## src/rtl/plab2_proc_mem_arbiter_pkg.sv

```systemverilog
// Shared definitions for the processor/memory arbiter: port IDs, default
// message widths, the request-lock state encoding and a small port helper.
package plab2_proc_mem_arbiter_pkg;

  localparam logic PLAB2_PROC_MEM_ARB_IMEM = 1'b0;
  localparam logic PLAB2_PROC_MEM_ARB_DMEM = 1'b1;

  localparam int unsigned PLAB2_PROC_MEM_ARB_REQ_NBITS        = 78;
  localparam int unsigned PLAB2_PROC_MEM_ARB_RESP_NBITS       = 46;
  localparam int unsigned PLAB2_PROC_MEM_ARB_MAX_OUTSTANDING  = 4;

  // OPEN: grant is recomputed every cycle; LOCKED: a stalled request is held
  typedef enum logic {
    ARB_OPEN   = 1'b0,
    ARB_LOCKED = 1'b1
  } arb_state_e;

  // The port that is not p (two-port round robin)
  function automatic logic other_port(input logic p);
    return ~p;
  endfunction

endpackage

```

## src/rtl/plab2_proc_mem_arb_tag_fifo.sv

```systemverilog
// In-order tag FIFO recording which port issued each outstanding request.
// Ports: clk, rst_n (async active-low), push/push_tag (enqueue), pop (dequeue),
//        full, empty, head_tag (port ID of the oldest outstanding request).
// Push is ignored when full and pop when empty; push+pop together keep the
// count and advance both pointers.
module plab2_proc_mem_arb_tag_fifo
  import plab2_proc_mem_arbiter_pkg::*;
#(
  parameter int unsigned DEPTH = PLAB2_PROC_MEM_ARB_MAX_OUTSTANDING
) (
  input  logic clk,
  input  logic rst_n,
  input  logic push,
  input  logic push_tag,
  input  logic pop,
  output logic full,
  output logic empty,
  output logic head_tag
);

  localparam int unsigned PTR_W = (DEPTH > 1) ? $clog2(DEPTH) : 1;
  localparam int unsigned CNT_W = PTR_W + 1;

  logic [DEPTH-1:0] tags_q;
  logic [PTR_W-1:0] head_q;
  logic [PTR_W-1:0] tail_q;
  logic [CNT_W-1:0] count_q;
  logic             do_push;
  logic             do_pop;

  assign full     = (count_q == CNT_W'(DEPTH));
  assign empty    = (count_q == '0);
  assign do_push  = push && !full;
  assign do_pop   = pop && !empty;
  assign head_tag = tags_q[head_q];

  // Storage, pointers (wrap naturally at power-of-2 depth) and occupancy
  always_ff @(posedge clk or negedge rst_n) begin
    if (!rst_n) begin
      tags_q  <= '0;
      head_q  <= '0;
      tail_q  <= '0;
      count_q <= '0;
    end else begin
      if (do_push) begin
        tags_q[tail_q] <= push_tag;
        tail_q         <= tail_q + PTR_W'(1);
      end
      if (do_pop) begin
        head_q <= head_q + PTR_W'(1);
      end
      case ({do_push, do_pop})
        2'b10:   count_q <= count_q + CNT_W'(1);
        2'b01:   count_q <= count_q - CNT_W'(1);
        default: count_q <= count_q;
      endcase
    end
  end

endmodule

```

## src/rtl/plab2_proc_mem_arbiter.sv

```systemverilog
// Merges the processor imem/dmem request ports onto one memory port with
// round-robin arbitration and routes in-order responses back by tag.
// Ports: clk, reset (async active-low); imemreq/dmemreq (in val/rdy),
//        imemresp/dmemresp (out val/rdy), memreq (out val/rdy),
//        memresp (in val/rdy), proto_err (sticky protocol error flag).
// Build option: define PLAB2_PROC_MEM_ARB_CHECK_EN to enable the protocol
// checker; otherwise proto_err is tied low.
module plab2_proc_mem_arbiter
  import plab2_proc_mem_arbiter_pkg::*;
#(
  parameter int unsigned REQ_NBITS       = PLAB2_PROC_MEM_ARB_REQ_NBITS,
  parameter int unsigned RESP_NBITS      = PLAB2_PROC_MEM_ARB_RESP_NBITS,
  parameter int unsigned MAX_OUTSTANDING = PLAB2_PROC_MEM_ARB_MAX_OUTSTANDING
) (
  input  logic                  clk,
  input  logic                  reset,

  input  logic [REQ_NBITS-1:0]  imemreq_msg,
  input  logic                  imemreq_val,
  output logic                  imemreq_rdy,

  output logic [RESP_NBITS-1:0] imemresp_msg,
  output logic                  imemresp_val,
  input  logic                  imemresp_rdy,

  input  logic [REQ_NBITS-1:0]  dmemreq_msg,
  input  logic                  dmemreq_val,
  output logic                  dmemreq_rdy,

  output logic [RESP_NBITS-1:0] dmemresp_msg,
  output logic                  dmemresp_val,
  input  logic                  dmemresp_rdy,

  output logic [REQ_NBITS-1:0]  memreq_msg,
  output logic                  memreq_val,
  input  logic                  memreq_rdy,

  input  logic [RESP_NBITS-1:0] memresp_msg,
  input  logic                  memresp_val,
  output logic                  memresp_rdy,

  output logic                  proto_err
);

  arb_state_e state_q, state_d;
  logic       lock_port_q, lock_port_d;
  logic       prio_q, prio_d;

  logic grant_vld;
  logic grant;
  logic grant_val;
  logic req_rdy;
  logic req_fire;
  logic resp_active;
  logic resp_fire;

  logic fifo_full;
  logic fifo_empty;
  logic fifo_head;

  plab2_proc_mem_arb_tag_fifo #(
    .DEPTH (MAX_OUTSTANDING)
  ) u_tag_fifo (
    .clk      (clk),
    .rst_n    (reset),
    .push     (req_fire),
    .push_tag (grant),
    .pop      (resp_fire),
    .full     (fifo_full),
    .empty    (fifo_empty),
    .head_tag (fifo_head)
  );

  // Arbitration state: lock and round-robin pointer
  always_ff @(posedge clk or negedge reset) begin
    if (!reset) begin
      state_q     <= ARB_OPEN;
      lock_port_q <= PLAB2_PROC_MEM_ARB_DMEM;
      prio_q      <= PLAB2_PROC_MEM_ARB_DMEM;
    end else begin
      state_q     <= state_d;
      lock_port_q <= lock_port_d;
      prio_q      <= prio_d;
    end
  end

  // Grant, request/response handshakes and next arbitration state.
  // Every val/rdy output is qualified by reset so it drops the moment reset asserts.
  always_comb begin
    state_d      = state_q;
    lock_port_d  = lock_port_q;
    prio_d       = prio_q;
    grant_vld    = 1'b0;
    grant        = prio_q;
    grant_val    = 1'b0;
    req_rdy      = 1'b0;
    req_fire     = 1'b0;
    resp_active  = 1'b0;
    resp_fire    = 1'b0;
    memreq_val   = 1'b0;
    memreq_msg   = imemreq_msg;
    imemreq_rdy  = 1'b0;
    dmemreq_rdy  = 1'b0;
    imemresp_val = 1'b0;
    dmemresp_val = 1'b0;
    memresp_rdy  = 1'b0;
    imemresp_msg = memresp_msg;
    dmemresp_msg = memresp_msg;

    if (state_q == ARB_LOCKED) begin
      grant_vld = 1'b1;
      grant     = lock_port_q;
    end else if (imemreq_val && dmemreq_val) begin
      grant_vld = 1'b1;
      grant     = prio_q;
    end else if (imemreq_val) begin
      grant_vld = 1'b1;
      grant     = PLAB2_PROC_MEM_ARB_IMEM;
    end else if (dmemreq_val) begin
      grant_vld = 1'b1;
      grant     = PLAB2_PROC_MEM_ARB_DMEM;
    end

    grant_val   = (grant == PLAB2_PROC_MEM_ARB_DMEM) ? dmemreq_val : imemreq_val;
    memreq_msg  = (grant == PLAB2_PROC_MEM_ARB_DMEM) ? dmemreq_msg : imemreq_msg;
    memreq_val  = reset && grant_vld && grant_val && !fifo_full;
    req_rdy     = reset && grant_vld && memreq_rdy && !fifo_full;
    imemreq_rdy = req_rdy && (grant == PLAB2_PROC_MEM_ARB_IMEM);
    dmemreq_rdy = req_rdy && (grant == PLAB2_PROC_MEM_ARB_DMEM);
    req_fire    = memreq_val && memreq_rdy;

    // A presented but unaccepted request pins the grant until it fires
    case (state_q)
      ARB_OPEN: begin
        if (memreq_val && !memreq_rdy) begin
          state_d     = ARB_LOCKED;
          lock_port_d = grant;
        end
      end
      ARB_LOCKED: begin
        if (!(memreq_val && !memreq_rdy)) begin
          state_d = ARB_OPEN;
        end
      end
      default: state_d = ARB_OPEN;
    endcase

    if (req_fire) begin
      prio_d = other_port(grant);
    end

    // Responses go to the port at the head of the tag FIFO
    resp_active  = reset && !fifo_empty;
    imemresp_val = resp_active && (fifo_head == PLAB2_PROC_MEM_ARB_IMEM) && memresp_val;
    dmemresp_val = resp_active && (fifo_head == PLAB2_PROC_MEM_ARB_DMEM) && memresp_val;
    memresp_rdy  = resp_active &&
                   ((fifo_head == PLAB2_PROC_MEM_ARB_DMEM) ? dmemresp_rdy : imemresp_rdy);
    resp_fire    = memresp_val && memresp_rdy;
  end

`ifdef PLAB2_PROC_MEM_ARB_CHECK_EN
  logic [REQ_NBITS-1:0] lock_msg_q;
  logic                 proto_err_q;
  logic                 err_empty_c;
  logic                 err_lock_c;

  assign err_empty_c = memresp_val && fifo_empty;
  assign err_lock_c  = (state_q == ARB_LOCKED) &&
                       (!grant_val || (memreq_msg != lock_msg_q));

  // Sticky protocol checker; remembers the stalled message to detect changes
  always_ff @(posedge clk or negedge reset) begin
    if (!reset) begin
      lock_msg_q  <= '0;
      proto_err_q <= 1'b0;
    end else begin
      if (memreq_val && !memreq_rdy) begin
        lock_msg_q <= memreq_msg;
      end
      if (err_empty_c) begin
        proto_err_q <= 1'b1;
        $display("[%0t] plab2_proc_mem_arbiter: memresp_val with no outstanding request", $time);
      end
      if (err_lock_c) begin
        proto_err_q <= 1'b1;
        $display("[%0t] plab2_proc_mem_arbiter: locked port dropped val or changed msg", $time);
      end
    end
  end

  assign proto_err = proto_err_q;
`else
  assign proto_err = 1'b0;
`endif

endmodule

```

## config.mk

```make
export PLATFORM = sky130hd
export DESIGN_NAME = plab2_proc_mem_arbiter
export DESIGN_NICKNAME = d
export VERILOG_FILES = /design/src/rtl/plab2_proc_mem_arbiter_pkg.sv /design/src/rtl/plab2_proc_mem_arb_tag_fifo.sv /design/src/rtl/plab2_proc_mem_arbiter.sv
export SDC_FILE = /design/constraint.sdc
export NUM_CORES = 1
export LEC_CHECK = 0
export ABC_CLOCK_PERIOD_IN_PS = 2210
export BUFFER_PORTS_ARGS = -buffer_cell sky130_fd_sc_hd__buf_2
export CORE_AREA = 10 10 143 145
export CTS_CLUSTER_SIZE = 10
export DETAILED_ROUTE_END_ITERATION = 10
export DIE_AREA = 0 0 153 155
export MAX_ROUTING_LAYER = met4
export PLACE_DENSITY_LB_ADDON = 0.25
export SLEW_MARGIN = 25
export SYNTH_ARGS = -nofsm -noshare
export SYNTH_HDL_FRONTEND = slang
export SYNTH_SLANG_ARGS = --single-unit
```

## constraint.sdc

```tcl
create_clock -name clk -period 2.21 [get_ports clk]
set_input_delay 0.3315 -clock clk [delete_from_list [all_inputs] [get_ports clk]]
set_output_delay 0.3315 -clock clk [all_outputs]
set_load 0.1 [all_outputs]
```

### Word-level counts from Yosys, hierarchy flattened

Index checks and enable logic that the tools add are counted.

* word-level logic and storage cells: 64
* output and inout port bits: 177
* input port bits: 210
* register bits: 14

* mux-type cells: 18
* bitwise logic cells: 3
* $add $sub $neg: 4
* reductions and logical operators: 26
* equality and inequality tests: 3
* $lt $le $gt $ge: 3

Operators with widths (count)
* two-way mux 78 bit: 1
* logical AND 1 bit: 20
* two-way mux 1 bit: 13
* < comparator 2 x 3 -> 1 bit (second input constant): 2
* one-hot mux 3 bit (2 select lines): 1
* adder 2 x 1 -> 2 bit (second input constant): 2
* bitwise mux 4 bit: 1
* adder 3 x 1 -> 3 bit (second input constant): 1
* equality test 3 bit (second input constant): 1
* zero test 1 bit: 3
* zero test 3 bit: 1
* inverter 1 bit: 3
* subtractor 3 x 1 -> 3 bit (second input constant): 1
* binary-select mux 1 bit (select 2 bit): 1
* demux 1 bit (select 2 bit): 1
* equality test 2 x 1 -> 1 bit (second input constant): 1
* equality test 2 bit (second input constant): 1
* >= comparator 2 x 1 -> 1 bit (second input constant): 1
* AND reduction 2 bit: 1
* nonzero test 2 bit: 1

### Longest topological paths before layout

* word-level depth: 11
* gate-level depth with buffers: 10
* mapped depth without buffers: 10

### Modules after synthesis

From an unflattened synthesis, not the netlist that was laid out.

* cell total of the unflattened synthesis: 273
* area, all modules: 2544.9 um^2

Modules (own cells, without submodules)
* plab2_proc_mem_arbiter: seq. area each 77.6 um^2, area an instance 1939.4 um^2, instances 1, cells an instance 219
* plab2_proc_mem_arb_tag_fifo: seq. area each 275.3 um^2, area an instance 605.6 um^2, instances 1, cells an instance 54

### Least setup slack after synthesis

Ideal clock, no wire load.

* path type: reg-to-output
* start point: reg u_tag_fifo.head_q[1]
* end point: out memresp_rdy
* data arrival time: 3205 ps
* data required time: 1879 ps
* path buffers: 0
* cell stages (with the launch flop): 5
* setup slack: -1326 ps
* cells stage by stage: dfrtp_1 mux2i_1 mux2i_1 mux2i_1 a211oi_1

* word-level cells in the longest chain between the ends: 4

Ends and longest elaborated chain
* start: declaration: line plab2_proc_mem_arb_tag_fifo.sv:25 `logic [PTR_W-1:0] head_q;`
* start signal: assignment: line plab2_proc_mem_arb_tag_fifo.sv:50 `head_q <= head_q + PTR_W'(1);`
* binary-select mux 1 bit (select 2 bit): line plab2_proc_mem_arb_tag_fifo.sv:35 `assign head_tag = tags_q[head_q];`
* two-way mux 1 bit (not written as such): line plab2_proc_mem_arb_tag_fifo.sv:35
* two-way mux 1 bit: line plab2_proc_mem_arbiter.sv:157 `((fifo_head == PLAB2_PROC_MEM_ARB_DMEM) ? dmemresp_rdy : imemresp_rdy);`
* logical AND 1 bit: line plab2_proc_mem_arbiter.sv:156 `memresp_rdy = resp_active &&`
* end: declaration: line plab2_proc_mem_arbiter.sv:40 `output logic memresp_rdy,`

No other way between the ends. The select of a mux whose other input is x is not followed.

### Worst setup path after layout

* start point: reg prio_q
* end point: out memreq_msg[15]

* word-level cells in the longest chain between the ends: 5

Ends and longest elaborated chain
* start: declaration: line plab2_proc_mem_arbiter.sv:47 `logic prio_q, prio_d;`
* start signal: assignment: line plab2_proc_mem_arbiter.sv:83 `prio_q <= prio_d;`
* two-way mux 1 bit: line plab2_proc_mem_arbiter.sv:119 `end else if (dmemreq_val) begin`
* two-way mux 1 bit: line plab2_proc_mem_arbiter.sv:116 `end else if (imemreq_val) begin`
* two-way mux 1 bit *: line plab2_proc_mem_arbiter.sv:113 `end else if (imemreq_val && dmemreq_val) begin`
* two-way mux 1 bit *: line plab2_proc_mem_arbiter.sv:110 `if (state_q == ARB_LOCKED) begin`
* two-way mux 78 bit *: line plab2_proc_mem_arbiter.sv:125 `memreq_msg = (grant == PLAB2_PROC_MEM_ARB_DMEM) ? dmemreq_msg : imemreq_msg;`
* end: declaration: line plab2_proc_mem_arbiter.sv:34 `output logic [REQ_NBITS-1:0] memreq_msg,`

Mark *: on every way between the ends. The rest lies on a longest branch, timed or not.

==> summary.md <==
| Metric | Value |
|---|---|
| Outcome | `complete, but fails checks` |
| Failing checks | `negative setup slack` |
| DP HPWL | `approximately 10 mm` |
| Layout cell share with drive strength beyond 1 | `0.862` |
| RSZ-0062 raised after global routing | `yes` |
| Arrival time at the worst endpoint | `2.06 ns` |
| First-pass GRT wire length | `18.6 mm` |
| Seq/Total Area, Yosys | `0.139` |
| Core Box Area | `17,700 um2` |
| Antenna-violating nets left | `0` |
| Worst path bufs/invs | `4` |
| CP Max Fanout | `12` |
| DRC viols | `0` |
| Type of origin of the critical path | `register` |
| Drt first-iter violations | `52` |
| Post-synthesis register bit count | `14` |
| Overflow left after global routing | `0` |
| Slew @ Worst Pin | `a little over 0.6 ns` |
| Vias in the first global route | `3,056` |
| Synth Instances | `263` |
| Synth warn | `0` |
| Largest net degree at the start of global routing | `25` |
| DIE AREA | `23,700 um2` |
| Routed vias | `2,559` |
| Antenna violations before repair | `1` |
| Clock transition at path regs | `0.05 ns` |
| Vias per cell | `3.81` |
| Reg2reg start | `u_tag_fifo.head_q[1]` |
| Crit path cell chain | `nor2_2 > o31ai_4 > buf_4 > buf_6 > buf_16 > mux2_2 > buf_6` |
| Lkg Pwr | `2.38 nW` |
| Die width | `153 um` |
| Die span in y | `155 um` |
| Most frequent cells in the layout | `164 x buf_2, 46 x buf_6, 44 x mux2_2` |
| CTS tree | `done` |
| Relative slew slack | `0.585` |
| Total clock sinks | `14` |
| Nets@finish | `approximately 660` |
| Syn Area/Cell | `9.64 um2` |
| Crit end category | `primary output` |
| Final Instance Area | `4840 um2` |
| Power per Cell Area | `1500 nW/um2` |
| VDD IR max | `roughly 0.82 mV` |
| Final period utilization | `1.08` |
| Max Buffers Root-to-Sink | `2` |
| I/O pin count | `387` |
| Cell area after synthesis | `2530 um2` |
| Number of synthesized flops with an enable pin | `0` |
| TritonCTS buffer count | `3` |
| Crit path required time | `approximately 1.9 ns` |
| Area delta synth->final | `90.8%` |
| Minimum clock period | `2.39 ns` |
| Commonest non-fill, non-tap cell in the layout | `buf_2` |
| Fillcell total | `around 1,800` |
| Finished Layout Cells | `671` |
| Netlist cell types | `33` |
| CP delay by family, top | `buffers and inverters` |
| Root Driver | `clkbuf_16` |
| Maxcap violations | `0` |
| Final setup viols | `79` |
| Hold Buf Count CTS | `0` |
| Top FF cell, synth | `dfrtp_1` |
| Port Buf Inserts | `247` |
| Placer Congestion | `0.835` |
| Skew final | `0.00396 ns` |
| Final Hold Fails | `0` |
| Worst hold path class | `input port to asynchronous set/reset pin` |
| Placed cell count | `649` |
| Crit path top cell by count | `buf_6` |
| Routed WL | `13.0 mm` |
| Routed length per placed instance | `19.4 um` |
| Fmax | `419 MHz` |
| Rows | `49` |
| Total Routing Usage GR | `0.100` |
| Slowest stage delay, CP | `0.55 ns` |
| Post-synth ARST share | `1.00` |
| Crit. Startpoint | `prio_q` |
| Syn Nets | `479` |
| Pins Over Slew Limit | `0` |
| PnR worst setup slack | `-0.178 ns` |
| CP max stage cell | `dfstp_2` |
| Util after Layout | `0.274` |
| Dpl ws | `-0.122 ns` |
| Setup tns final | `-11.09 ns` |
| Worst-skew pair later-pin latency | `0.24 ns` |
| H-tree lvl count | `1` |
| Post-place instance area | `3510 um2` |
| DRT Pass-1 Iters | `4` |
| Starting density of the core | `0.144` |
| Setup CP Type | `register to primary output` |
## synth_stat cells (2+ instances only)
master | number | area, um2
o311ai_0 | 2 | 17.5
a31oi_1 | 2 | 12.5
dfstp_2 | 2 | 52.6
dfrtp_1 | 12 | 300
xor2_1 | 2 | 17.5
mux2_2 | 69 | 777
mux2_1 | 14 | 158
nor2_1 | 7 | 26.3
mux2i_1 | 8 | 80.1
ha_1 | 5 | 62.6
xnor2_1 | 3 | 26.3
nor2b_1 | 2 | 12.5
nand3_1 | 4 | 20.0
a21o_1 | 2 | 15.0
a21oi_1 | 2 | 10.0
buf_2 | 4 | 20.0
buf_4 | 98 | 736
inv_1 | 10 | 37.5
## state kept, by name, summed over array words and instances, names as in the netlist
signal	flops
lock_port_q	1
u_tag_fifo.tail_q	2
u_tag_fifo.count_q	3
state_q	1
u_tag_fifo.head_q	2
u_tag_fifo.tags_q	4
prio_q	1
## metrics by stage
| step | hold slack (ns) | power [mW] |
|---|---|---|
| detailed placement | 0.285 | 5.30 |
| global placement | 0.287 | 5.26 |
| global route | 0.0402 | 7.52 |
| CTS | 0.0226 | 6.84 |
| floorplan | 0.0359 | 5.22 |
| finish | 0.0254 | 7.25 |
## power by group
group          total, mW  internal, mW  switching (mW)
Clock              0.379         0.274           0.105
Combinational       6.33          2.38            3.95
Sequential         0.543         0.398           0.145
## routing by layer
metal | global-route usage | vias to the layer above | wire [um]
li1 | - | 1166 | -
met1 | 0.106 | 1150 | 4850
met2 | 0.174 | 235 | 6640
met3 | 0.0452 | 8 | 1470
met4 | 0.0118 | 0 | 59
met5 | - | - | 0
## area by class of cell
cell class / count / area (um2) / share of cell area
flip-flops and latches: 14 / 354 / 0.0732
multi-input cells: 137 / 1610 / 0.333
repair buffers: 276 / 2460 / 0.508
inverters: 10 / 37.5 / 0.00776
diodes: 1 / 2.50 / 0.000517
clock buffers: 4 / 88.8 / 0.0184
well taps: 229 / 287 / 0.0592
## worst reg2reg max path: cells and delay by family (launching register included)
family                   cells  cell delay [ns]
adder cells (fa/ha/maj)      2             0.53
XOR/XNOR                     2             0.27
multiplexers                 3             0.57
buffers and inverters        1             0.04
flip-flops                   1             0.44
AND/OR/NAND/NOR              2             0.25
## kinds of logic after synthesis
family,share of synthesized area
AO/OA/AOI/OAI,0.0484
XOR/XNOR,0.0173
adder cells (fa/ha/maj),0.0326
buffers and inverters,0.313
flip-flops,0.139
multiplexers,0.400
other,0.00148
AND/OR/NAND/NOR,0.0479
## worst paths after layout
kind	slack, ns	cells past startpoint	end
worst max-delay path	-0.18	7	memreq_msg[15]
worst min-delay path	0.03	2	u_tag_fifo.tags_q[1]
worst max register to register	0.05	10	u_tag_fifo.count_q[2]
worst min register to register	0.49	2	prio_q
max in group asynchronous	1.95	2	lock_port_q
min in group clk	0.29	2	state_q
## what timing repair did
action / in CTS / in global routing
pin swaps: 5 / 2
endpoints found under the setup margin: 82 / 83
gates resized for setup: 214 / 69
gates cloned: 3 / 2
setup buffers: 8 / 4
endpoints found under the hold margin: 0 / 0
Power figures use the tool's default switching activity.
